===== config.mk =====
export PLATFORM = sky130hd
export DESIGN_NAME = rtc_sequencer_fsm
export DESIGN_NICKNAME = d
export VERILOG_FILES = /design/src/rtl/rtc_sequencer_fsm.sv
export SDC_FILE = /design/constraint.sdc
export NUM_CORES = 1
export LEC_CHECK = 0
export ABC_CLOCK_PERIOD_IN_PS = 2800
export BUFFER_PORTS_ARGS = -buffer_cell sky130_fd_sc_hd__buf_2
export CORE_MARGIN = 8
export CORE_UTILIZATION = 32
export CTS_CLUSTER_SIZE = 28
export DETAILED_ROUTE_END_ITERATION = 6
export PLACE_DENSITY = 0.51
export RECOVER_POWER = 50
export SETUP_SLACK_MARGIN = 0.4
export SLEW_MARGIN = 20
export SYNTH_ARGS = -nofsm -noshare
export SYNTH_HDL_FRONTEND = slang
export SYNTH_SLANG_ARGS = --single-unit

===== constraint.sdc =====
create_clock -name clk -period 2.8 [get_ports clk]
set_input_delay 0.14 -clock clk [delete_from_list [all_inputs] [get_ports clk]]
set_output_delay 0.14 -clock clk [all_outputs]
set_load 0.02 [all_outputs]

===== src/rtl/rtc_sequencer_fsm.sv =====
// rtc_sequencer_fsm
// Transfer sequencer for the address/data RTC interface. Issues one register
// transfer at a time to the RTC bus driver and steps to the next one on each
// accepted completion pulse. It covers the power-up init writes, the display
// refresh read loop, and the switch-driven configuration read/commit flows.
//
// Optional feature: define RTC_WATCHDOG_EN to build a stall watchdog. It
// restarts INIT and raises out_error when the driver stops answering.
//
// Ports
//   clk                 rising-edge clock
//   reset               asynchronous, active-low reset
//   in_flag_done        one-cycle completion pulse from the driver
//   in_sw[2:0]          configuration switches {sw2,sw1,sw0}
//   out_funcion_conf    in_sw passed straight through
//   out_addr_ram_rtc    address of the current transfer (0 when idle)
//   out_dato_inicio     init write data (0 outside INIT)
//   out_flag_inicio     1 while in INIT
//   out_funcion_w_r     1 = write, 0 = read
//   out_en_funcion_rtc  transfer request
//   out_busy_cfg        1 in any CFG_* state
//   out_error           watchdog error flag (0 without RTC_WATCHDOG_EN)
//
// Handshake: out_en_funcion_rtc is the request. A transfer is accepted on any
// cycle where out_en_funcion_rtc = 1 and in_flag_done = 1. Pulses seen while
// the request is low are ignored. The request stays high until that accepting
// cycle.
module rtc_sequencer_fsm #(
  parameter int              ADDR_W       = 8,
  parameter int              DATA_W       = 8,
  parameter int              N_TIME_REGS  = 7,
  parameter int              N_TIMER_REGS = 3,
  parameter logic [ADDR_W-1:0] TIME_BASE  = ADDR_W'(8'h21),
  parameter logic [ADDR_W-1:0] TIMER_BASE = ADDR_W'(8'h41),
  parameter logic [ADDR_W-1:0] CMD_RD     = ADDR_W'(8'hF0),
  parameter logic [ADDR_W-1:0] CMD_TIME   = ADDR_W'(8'hF1),
  parameter logic [ADDR_W-1:0] CMD_TIMER  = ADDR_W'(8'hF2),
  parameter int              WDOG_CYC     = 1024
) (
  input  logic              clk,
  input  logic              reset,
  input  logic              in_flag_done,
  input  logic [2:0]        in_sw,
  output logic [2:0]        out_funcion_conf,
  output logic [ADDR_W-1:0] out_addr_ram_rtc,
  output logic [DATA_W-1:0] out_dato_inicio,
  output logic              out_flag_inicio,
  output logic              out_funcion_w_r,
  output logic              out_en_funcion_rtc,
  output logic              out_busy_cfg,
  output logic              out_error
);

  typedef enum logic [2:0] {
    S_IDLE, S_INIT, S_READ, S_CFG_HOUR, S_CFG_DATE, S_CFG_TIMER, S_WR_TIME, S_WR_TIMER
  } state_e;

  // List lengths. CFG_DATE is CMD_TIME + 3 time regs + CMD_TIMER + timer block.
  localparam int LEN_READ  = 1 + N_TIME_REGS + N_TIMER_REGS;
  localparam int LEN_DATE  = 5 + N_TIMER_REGS;
  localparam int LEN_MAX   = (LEN_READ > LEN_DATE) ? LEN_READ : LEN_DATE;
  localparam int IDX_W     = $clog2(LEN_MAX + 1);

  localparam logic [IDX_W-1:0] ONE_I      = IDX_W'(1);
  localparam logic [IDX_W-1:0] T_I        = IDX_W'(N_TIME_REGS);
  localparam logic [IDX_W-1:0] R_I        = IDX_W'(N_TIMER_REGS);
  localparam logic [IDX_W-1:0] LEN_INIT_I = IDX_W'(4);
  localparam logic [IDX_W-1:0] LEN_READ_I = IDX_W'(LEN_READ);
  localparam logic [IDX_W-1:0] LEN_HOUR_I = IDX_W'(1 + N_TIMER_REGS);
  localparam logic [IDX_W-1:0] LEN_DATE_I = IDX_W'(LEN_DATE);
  localparam logic [IDX_W-1:0] LEN_CTIM_I = IDX_W'(1 + N_TIME_REGS);
  localparam logic [IDX_W-1:0] LEN_WTIM_I = IDX_W'(N_TIME_REGS + 1);
  localparam logic [IDX_W-1:0] LEN_WTMR_I = IDX_W'(N_TIMER_REGS + 1);

  state_e            state_q, state_d;
  logic [IDX_W-1:0]  idx_q, idx_d;
  logic [IDX_W-1:0]  len_c;
  logic [ADDR_W-1:0] addr_c;
  logic [DATA_W-1:0] data_c;
  logic              wr_c, flag_c, busy_c, en_c, end_c, acc_c;
  logic              wd_fire;

  // Output decode: purely from registered state and index (Moore).
  always_comb begin
    len_c  = '0;
    addr_c = '0;
    data_c = '0;
    wr_c   = 1'b0;
    flag_c = 1'b0;
    busy_c = 1'b0;
    case (state_q)
      S_INIT: begin
        len_c  = LEN_INIT_I;
        wr_c   = 1'b1;
        flag_c = 1'b1;
        case (idx_q)
          IDX_W'(0): begin addr_c = ADDR_W'(8'h02); data_c = DATA_W'(8'h10); end
          IDX_W'(1): begin addr_c = ADDR_W'(8'h02); data_c = DATA_W'(8'h00); end
          IDX_W'(2): begin addr_c = ADDR_W'(8'h10); data_c = DATA_W'(8'hD2); end
          default:   begin addr_c = ADDR_W'(8'h00); data_c = DATA_W'(8'h00); end
        endcase
      end
      S_READ: begin
        len_c = LEN_READ_I;
        if (idx_q == '0)      addr_c = CMD_RD;
        else if (idx_q <= T_I) addr_c = TIME_BASE + ADDR_W'(idx_q - ONE_I);
        else                   addr_c = TIMER_BASE + ADDR_W'(idx_q - ONE_I - T_I);
      end
      S_CFG_HOUR: begin
        len_c  = LEN_HOUR_I;
        busy_c = 1'b1;
        if (idx_q == '0) addr_c = CMD_TIMER;
        else             addr_c = TIMER_BASE + ADDR_W'(idx_q - ONE_I);
      end
      S_CFG_DATE: begin
        len_c  = LEN_DATE_I;
        busy_c = 1'b1;
        if (idx_q == '0)               addr_c = CMD_TIME;
        else if (idx_q <= IDX_W'(3))   addr_c = TIME_BASE + ADDR_W'(idx_q - ONE_I);
        else if (idx_q == IDX_W'(4))   addr_c = CMD_TIMER;
        else                           addr_c = TIMER_BASE + ADDR_W'(idx_q - IDX_W'(5));
      end
      S_CFG_TIMER: begin
        len_c  = LEN_CTIM_I;
        busy_c = 1'b1;
        if (idx_q == '0) addr_c = CMD_TIME;
        else             addr_c = TIME_BASE + ADDR_W'(idx_q - ONE_I);
      end
      S_WR_TIME: begin
        len_c = LEN_WTIM_I;
        wr_c  = 1'b1;
        if (idx_q < T_I) addr_c = TIME_BASE + ADDR_W'(idx_q);
        else             addr_c = CMD_TIME;
      end
      S_WR_TIMER: begin
        len_c = LEN_WTMR_I;
        wr_c  = 1'b1;
        if (idx_q < R_I) addr_c = TIMER_BASE + ADDR_W'(idx_q);
        else             addr_c = CMD_TIMER;
      end
      default: len_c = '0;  // IDLE: empty list, end step right away
    endcase
    en_c  = (idx_q < len_c);
    end_c = (idx_q == len_c);
    // End step presents no transfer.
    if (!en_c) begin
      addr_c = '0;
      data_c = '0;
    end
  end

  assign acc_c = en_c & in_flag_done;

  // Next state / index. in_sw only matters on the end step.
  always_comb begin
    state_d = state_q;
    idx_d   = idx_q;
    if (wd_fire) begin
      state_d = S_INIT;
      idx_d   = '0;
    end else if (acc_c) begin
      idx_d = idx_q + ONE_I;
    end else if (end_c) begin
      idx_d = '0;  // both a state change and a restart begin at index 0
      case (state_q)
        S_IDLE: state_d = S_INIT;
        S_INIT: state_d = S_READ;
        S_READ: begin
          case (in_sw)
            3'b001:  state_d = S_CFG_HOUR;
            3'b010:  state_d = S_CFG_DATE;
            3'b100:  state_d = S_CFG_TIMER;
            default: state_d = S_READ;
          endcase
        end
        S_CFG_HOUR, S_CFG_DATE: if (in_sw == 3'b000) state_d = S_WR_TIME;
        S_CFG_TIMER:            if (in_sw == 3'b000) state_d = S_WR_TIMER;
        default:                state_d = S_READ;  // WR_TIME / WR_TIMER
      endcase
    end
  end

  always_ff @(posedge clk or negedge reset) begin
    if (!reset) begin
      state_q <= S_IDLE;
      idx_q   <= '0;
    end else begin
      state_q <= state_d;
      idx_q   <= idx_d;
    end
  end

`ifdef RTC_WATCHDOG_EN
  localparam int WD_W = $clog2(WDOG_CYC + 1);
  logic [WD_W-1:0] wd_cnt_q, wd_cnt_d;
  logic            err_q, err_d;

  // Fires on the cycle that would bring the stall count to WDOG_CYC.
  always_comb begin
    wd_fire  = en_c & ~in_flag_done & (wd_cnt_q == WD_W'(WDOG_CYC - 1));
    wd_cnt_d = wd_cnt_q + WD_W'(1);
    if (!en_c || in_flag_done || wd_fire) wd_cnt_d = '0;
    err_d = err_q;
    if (wd_fire)    err_d = 1'b1;
    else if (acc_c) err_d = 1'b0;
  end

  always_ff @(posedge clk or negedge reset) begin
    if (!reset) begin
      wd_cnt_q <= '0;
      err_q    <= 1'b0;
    end else begin
      wd_cnt_q <= wd_cnt_d;
      err_q    <= err_d;
    end
  end

  assign out_error = err_q;
`else
  logic unused_wdog;
  assign unused_wdog = (WDOG_CYC == 0);
  assign wd_fire     = 1'b0;
  assign out_error   = 1'b0;
`endif

  assign out_funcion_conf   = in_sw;
  assign out_addr_ram_rtc   = addr_c;
  assign out_dato_inicio    = data_c;
  assign out_flag_inicio    = flag_c;
  assign out_funcion_w_r    = wr_c;
  assign out_en_funcion_rtc = en_c;
  assign out_busy_cfg       = busy_c;

endmodule


==> results.json, run 1 <==
{
  "dp.final_hpwl_um": 3380,
  "grtUsageMet2_pct": 19.7,
  "htreeDepth": 1,
  "ys_top_cells_by_area": "dfrtp_1 12%, ha_1 7.7%, buf_4 7.2%",
  "layout_common_cells": "22 x buf_4, 19 x nand2_1, 18 x o21ai_0",
  "yosysSeqAreaShare_pct": 12.0,
  "numCtsBuffers": 3,
  "critPathMaxStageDelay_ps": 440,
  "wirelength_um": 4640,
  "crit_arrival_ps": 2370,
  "crit_family": "compound AO/OA/AOI/OAI gates",
  "fmax_mhz": 399,
  "initial_utilization_pct": 33.3,
  "dieArea_um2": 6980,
  "end_kind": "output port",
  "vias": 1645,
  "synth_cells": 214,
  "first_pass_iters": 4,
  "grt.met1_usage_pct": 16.2,
  "worstMarginPinSlew_ps": 565,
  "synth_ff_type": "dfrtp_1",
  "clock_latency_ps": 220,
  "utilization_pct": 42.1,
  "grt_first_pass_wirelength_um": 7540,
  "antenna_found_initial": 0,
  "gr-total-overflow": 0,
  "ioPinCount": 30,
  "die_w_um": 83.5,
  "syn_avg_cell_area_um2": 6.82,
  "drcViolationCount": 0,
  "avgViaCountPerCell": 5.56,
  "ys_warn_count": 0,
  "final_common_cell": "buf_4",
  "wl_per_cell_um": 15.7,
  "synth_cell_types": 51,
  "cts_sinks": 7,
  "tns_ps": 0,
  "grt_pass1_vias": 1559,
  "min_path_type": "in2reg",
  "regArea_um2": 176,
  "synth_edf_count": 0,
  "core_um2": 4380,
  "tritoncts": "built",
  "ant_nets": 0,
  "hold_violations": 0,
  "cp_max_fo": 8,
  "die_h_um": 83.5,
  "status": "completed",
  "crit_type": "reg2out",
  "slowest_stage": "dfrtp_1",
  "drtIter0Drc": 76,
  "drive_gt1_share_pct": 29.5,
  "critical_path.cell_chain": "clkbuf_1 > and2b_1 > nor2_1 > ha_1 > o21ai_2 > o311ai_4 > a41oi_2 > buf_4",
  "min_period_ps": 2510,
  "maxCapViolCount": 0,
  "grt_usage_pct": 12.4,
  "path_clk_slew_ps": 40,
  "place.gp.congestion": 0.854,
  "n_fill_cell": 472,
  "critPathLaunchType": "flop",
  "diodes": 0,
  "nets": 260,
  "grt.met3_usage_pct": 3.03,
  "required_ps": 2660,
  "area_delta_synth_final_pct": 26.6,
  "grt_busiest_layer": "met2",
  "syn_area_um2": 1460,
  "grt_max_degree": 30,
  "cts.path.max_buffers": 2,
  "fin_skew_ps": 1.56,
  "multi_input_area_um2": 1210,
  "setup_viol": 0,
  "slew_headroom_pct": 62.3,
  "synth-seq-cells": 7,
  "crit_buf_inv": 2,
  "yosys.area.top_type": "dfrtp_1",
  "synth.top_cell.area_share_pct": 12.0,
  "portBuffers": 24,
  "async_reset_ff_share_pct": 100,
  "cts_root_buf": "clkbuf_8",
  "reg2reg_slack_ps": 460,
  "drv_slew": 0,
  "rows": 24,
  "grt_setup_unrepaired": "true",
  "fin_crit_sh_pct": 89.5
}
per-stage QoR:
| stage | hold WS (ps) | cells | worst slack [ps] | instance area [um2] |
|---|---|---|---|---|
| 4_1_cts | 282 | 290 | 323 | 1750 |
| 6_report | 333 | 296 | 294 | 1850 |
| 5_1_grt | 369 | 296 | 163 | 1850 |
| 3_5_place_dp | -16.8 | 278 | 385 | 1600 |
| 2_1_floorplan | -156 | 218 | 307 | 1530 |
| 3_3_place_gp | -16.6 | 278 | 375 | 1600 |
sequential cells by signal, summed over array words and instances, names as in the netlist:
name	flops
idx_q	4
state_q	3
final cells by class:
type | instances | area share, %
multi-input cells | 174 | 65.4
well taps | 52 | 3.52
flip-flops and latches | 7 | 9.55
inverters | 11 | 2.24
repair buffers | 48 | 16.8
clock buffers | 4 | 2.44
worst register-to-register path, delay by kind of cell, from the launching register on:
kind	cells	cell delay (ps)
buf+inv	1	290
compound gates	4	710
fa+ha+maj	1	330
flops	1	440
simple gates	3	500
final timing paths:
kind | from | end | depth (start not counted)
min reg2reg | state_q[2] | state_q[0] | 2
min in group asynchronous | reset | idx_q[2] | 2
max reg2reg | state_q[2] | state_q[0] | 9
min | in_sw[0] | state_q[1] | 5
max | state_q[2] | out_addr_ram_rtc[3] | 8
max in group asynchronous | reset | idx_q[1] | 2
cell usage after synthesis (2+ instances only):
cell        n
mux2i_1     3
xnor2_1     3
inv_1       9
a31oi_1     8
nor2b_1     7
o21ai_1     2
nand2b_1    6
nand4_1     2
o31ai_1     2
and2b_1     2
a21oi_1    15
buf_4      14
dfrtp_1     7
nor3_1      7
a31o_2      2
o211ai_1    2
o21ai_0    19
nor2_1     14
buf_2       8
o21a_1      3
clkbuf_1    3
and3_1      3
o22ai_1     3
nand3_1     8
a2bb2oi_1   2
nand2_1    20
a211oi_1    3
nor4_1      2
nand3b_1    3
inv_2       2
a41oi_1     2
ha_1        9
routing by layer:
layer / up-vias / share of wire [%]
li1: 824 / -
met1: 762 / 45
met2: 53 / 47
met3: 6 / 6.3
met4: 0 / 0.93
met5: - / 0
logic make-up after synthesis:
kind of cell,count (synthesis),synth area share [%]
AOI/OAI and AO/OA,74,32.7
xor gates and xnor gates,5,3.52
adders and majority gates,10,8.40
buffers and inverters,37,14.3
DFF,7,12.0
muxes,3,2.06
other,1,0.257
and+or+nand+nor,77,26.8
timing repair:
action,in CTS,in global routing
hold endpoints to repair,7,0
buffers inserted,7,6
hold buffers,1,0
resized for setup,12,16
gates cloned,0,0
pin swaps,6,5
setup endpoints to repair,13,15
Power of run 1 is left out: the tool's default activity adds up to more than one toggle a clock period on the data nets, which glitch-free logic cannot reach.
==> inputs of run 2 (changes only) <==
Settings changed: PLACE_DENSITY 0.51 to 0.55.
==> results.json, run 2 (synthesized netlist as in run 1, its figures left out) <==
{
  "grt_first_pass_wirelength_um": 7480,
  "dieArea_um2": 6980,
  "area_delta_synth_final_pct": 29.2,
  "grt_pass1_vias": 1530,
  "grt_setup_unrepaired": "true",
  "tritoncts": "built",
  "grt.met1_usage_pct": 16.2,
  "multi_input_area_um2": 1220,
  "regArea_um2": 178,
  "required_ps": 2660,
  "drtIter0Drc": 125,
  "slew_headroom_pct": 62.6,
  "hold_violations": 0,
  "cp_max_fo": 5,
  "die_w_um": 83.5,
  "path_clk_slew_ps": 40,
  "first_pass_iters": 4,
  "largest_register_ffs": 4,
  "portBuffers": 24,
  "avgViaCountPerCell": 5.62,
  "die_h_um": 83.5,
  "dp.final_hpwl_um": 3280,
  "ant_nets": 0,
  "ioPinCount": 30,
  "end_kind": "output port",
  "drv_slew": 0,
  "setup_viol": 0,
  "crit_arrival_ps": 2290,
  "regMostFlops": "idx_q",
  "htreeDepth": 1,
  "place.gp.congestion": 0.883,
  "tns_ps": 0,
  "wl_per_cell_um": 15.3,
  "layout_common_cells": "24 x buf_4, 19 x nand2_1, 18 x o21ai_0",
  "diodes": 0,
  "final_common_cell": "buf_4",
  "critPathLaunchType": "flop",
  "crit_type": "reg2out",
  "cts.path.max_buffers": 2,
  "n_fill_cell": 457,
  "nets": 261,
  "wirelength_um": 4540,
  "clock_latency_ps": 230,
  "grt_max_degree": 30,
  "rows": 24,
  "drive_gt1_share_pct": 31.8,
  "status": "completed",
  "grt_busiest_layer": "met2",
  "vias": 1670,
  "worstMarginPinSlew_ps": 560,
  "maxCapViolCount": 0,
  "drcViolationCount": 0,
  "numCtsBuffers": 3,
  "fin_crit_sh_pct": 86.7,
  "antenna_found_initial": 0,
  "initial_utilization_pct": 33.3,
  "reg_top3": "idx_q: 4 flops, state_q: 3 flops",
  "fmax_mhz": 412,
  "core_um2": 4380,
  "fin_skew_ps": 3.75,
  "cts_sinks": 7,
  "gr-total-overflow": 0,
  "min_period_ps": 2430,
  "min_path_type": "in2reg",
  "cts_root_buf": "clkbuf_8",
  "grt.met3_usage_pct": 2.05,
  "grtUsageMet2_pct": 19.8,
  "grt_usage_pct": 12.2
}
==> run 2: worst max-delay path, cell delays in order (launching register included) <==
cell,delay [ps]
dfrtp_1,400
and2b_1,270
nand2_2,100
ha_4,300
nand2b_4,50
a21boi_0,290
o21a_2,230
nor2_2,70
and3_1,180
buf_2,160
==> run 2: final timing paths <==
| check | start | end | slack [ps] | cells after the start |
|---|---|---|---|---|
| max in group asynchronous | reset | idx_q[1] | 2140 | 2 |
| max | state_q[0] | out_dato_inicio[6] | 370 | 9 |
| min | in_sw[0] | state_q[1] | 280 | 5 |
| max reg2reg | state_q[1] | state_q[0] | 640 | 9 |
| min in group asynchronous | reset | state_q[1] | 350 | 2 |
| min reg2reg | state_q[2] | state_q[2] | 710 | 3 |
==> run 2: final cells by class <==
type / instances / share of cell area, %
Multi-Input combinational cell: 174 / 64.6
Timing Repair Buffer: 49 / 17.9
Sequential cell: 7 / 9.42
Tap cell: 52 / 3.45
Clock buffer: 4 / 2.39
Inverter: 11 / 2.19
==> run 2: per-layer routing <==
layer / share of wire (%) / up-vias
met5: 0 / -
met4: 1.6 / 0
met3: 5.8 / 6
met2: 48 / 56
met1: 45 / 783
li1: - / 825
==> run 2: metrics by stage <==
step	utilization (%)	instances	worst slack [ps]	hold WS (ps)	instance area, um2
floorplan	-	218	307	-156	1530
global placement	36.4	278	382	-16.7	1600
detailed placement	36.4	278	354	-14.8	1600
CTS	39.9	289	348	280	1750
global route	43.0	297	236	331	1890
finish	43.0	297	372	284	1890
==> run 2: repair_timing <==
action | 4_1_cts | 5_1_grt
gates resized for setup | 13 | 22
pin swaps | 7 | 6
hold buffers | 1 | 0
setup endpoints to repair | 10 | 12
endpoints found under the hold margin | 7 | 0
setup buffers | 6 | 8
Power of run 2 is left out for the same reason.
==> inputs of run 3 (changes only) <==
Settings changed: ABC_AREA set to 1, PLACE_DENSITY 0.55 to 0.56.
==> results.json, run 3 <==
{
  "slowest_stage": "dfrtp_1",
  "final_common_cell": "nand2_1",
  "maxCapViolCount": 0,
  "netlist_top_cells_count": "53 x nand2_1, 26 x inv_1, 22 x nand3_1",
  "worstMarginPinSlew_ps": 505,
  "syn_area_um2": 1310,
  "reg_top3": "idx_q: 4 flops, state_q: 3 flops",
  "yosys.area.top_type": "nand2_1",
  "end_kind": "output port",
  "fmax_mhz": 411,
  "dieArea_um2": 6390,
  "antenna_found_initial": 0,
  "power_mw": 2.27,
  "min_period_ps": 2430,
  "synth_cell_types": 33,
  "wirelength_um": 4200,
  "placed_cells": 287,
  "async_reset_ff_share_pct": 100,
  "cts_sinks": 7,
  "cp_max_fo": 5,
  "htreeDepth": 1,
  "hold_ws_ps": 283,
  "place.gp.congestion": 0.860,
  "synth_edf_count": 0,
  "dpl-instance-area_um2": 1420,
  "die_w_um": 79.9,
  "die_h_um": 79.9,
  "core_um2": 3970,
  "diodes": 0,
  "min_path_type": "in2reg",
  "grt_first_pass_wirelength_um": 6910,
  "drtIter0Drc": 95,
  "gr-total-overflow": 0,
  "drcViolationCount": 0,
  "regMostFlops": "idx_q",
  "required_ps": 2660,
  "wl_per_cell_um": 13.9,
  "initial_utilization_pct": 32.9,
  "critPathMaxStageDelay_ps": 500,
  "grt_usage_pct": 13.3,
  "worst_slack_ps": 367,
  "path_clk_slew_ps": 40,
  "critical_path.cell_chain": "nand2_4 > nor2_8 > inv_2 > ha_1 > inv_1 > nor2_1 > o21ai_2 > nand2_1 > buf_4 > nor2_1 > buf_4",
  "synth_cells": 222,
  "cts_root_buf": "clkbuf_8",
  "status": "completed",
  "crit_arrival_ps": 2290,
  "pre_cts_ws_ps": 241,
  "synth.top_cell.area_share_pct": 15.2,
  "rows": 23,
  "ant_nets": 0,
  "ys_warn_count": 0,
  "tritoncts": "built",
  "synth-seq-cells": 7,
  "yosysSeqAreaShare_pct": 13.4,
  "vias": 1507,
  "crit_type": "reg2out",
  "first_pass_iters": 4,
  "dp.final_hpwl_um": 3220,
  "reg2reg_depth": 13,
  "leakagePower_nw": 0.845,
  "syn_avg_cell_area_um2": 5.89,
  "hold_depth": 5,
  "fin_cells": 302,
  "nets": 268,
  "hold_violations": 0,
  "grt_pass1_vias": 1465,
  "utilization_pct": 40.4,
  "portBuffers": 24,
  "synth_ff_type": "dfrtp_1",
  "numCtsBuffers": 3,
  "ys_top_cells_by_area": "nand2_1 15%, dfrtp_1 13%, ha_1 8.6%",
  "drive_gt1_share_pct": 26.6,
  "slew_headroom_pct": 66.3,
  "fin_skew_ps": 0.297,
  "powerDensity_nw_per_um2": 1410,
  "synth.most_common_cell": "nand2_1",
  "avgViaCountPerCell": 4.99,
  "ir_drop_uv": 552,
  "largest_register_ffs": 4,
  "drv_slew": 0,
  "grt_setup_unrepaired": "true",
  "grt_max_degree": 16,
  "clock_latency_ps": 230,
  "setup_viol": 0,
  "critPathLaunchType": "flop",
  "fin_crit_sh_pct": 86.9,
  "area_delta_synth_final_pct": 22.8,
  "cts.path.max_buffers": 2,
  "tns_ps": 0,
  "ioPinCount": 30,
  "fin_area_um2": 1610,
  "layout_common_cells": "52 x nand2_1, 23 x inv_1, 22 x nand3_1"
}
==> run 3: changes by cell type in the layout (fill, tap and decap cells not counted), sizes merged, moves of 4 or more <==
cell	delta
nand2b	-6
nor2	+12
nand2	+41
inv	+21
nor2b	-7
a31oi	-7
nand3	+14
nor3	-4
buf	-11
a21oi	-4
==> run 3: worst paths after layout <==
path	slack, ps	start	to
setup / recovery	370	state_q[1]	out_addr_ram_rtc[2]
hold / removal	280	in_flag_done	idx_q[0]
setup reg to reg	380	state_q[1]	idx_q[1]
hold reg to reg	680	state_q[2]	state_q[2]
max in group asynchronous	2140	reset	idx_q[0]
min in group asynchronous	350	reset	state_q[1]
==> run 3: where the power goes <==
group	total (mW)	switching (mW)	internal (mW)
Clock	0.142	0.0439	0.0985
Combinational	1.91	1.24	0.674
Sequential	0.212	0.0659	0.146
Total	2.27	1.35	0.918
==> run 3: timing repair <==
item                       in CTS  in global routing
hold endpoints to repair        7                  0
gates resized for setup        11                 14
setup buffers                   5                  4
setup endpoints to repair      20                 16
pin swaps                       2                  2
hold buffers                    1                  0
gates cloned                    1                  0
==> run 3: cell type report <==
type	count	area (um2)
clock buffers	4	45.0
fillers	454	2370
inverters	32	125
multi-input cells	172	962
flip-flops and latches	7	179
well taps	50	62.6
repair buffers	37	231
==> run 3: cells by family (layout without fill, tap and decap cells) <==
kind of cell             count (synthesis)  after routing  synth area share [%]
XOR/XNOR                                 1              1                 0.670
other                                    1              5                 0.287
AO/OA/AOI/OAI                           42             42                  18.8
flip-flops                               7              7                  13.4
AND/OR/NAND/NOR                        114            115                  40.1
buffers and inverters                   48             73                  18.2
adder cells (fa/ha/maj)                  9              9                  8.61
==> run 3: worst max-delay path: cells and delay by family, from the launching register on <==
family | cells | cell delay [ps]
flip-flops | 1 | 500
buffers and inverters | 4 | 480
AND/OR/NAND/NOR | 5 | 630
AO/OA/AOI/OAI | 1 | 160
adder cells (fa/ha/maj) | 1 | 290
==> run 3: routing by layer <==
layer,vias up,GRT usage [%],part of all wire (%)
met5,-,0,0
met4,0,4.36,1.3
met3,6,1.46,6.5
met2,51,22.9,48
met1,674,16.5,44
li1,776,-,-
Power figures use the tool's default switching activity.
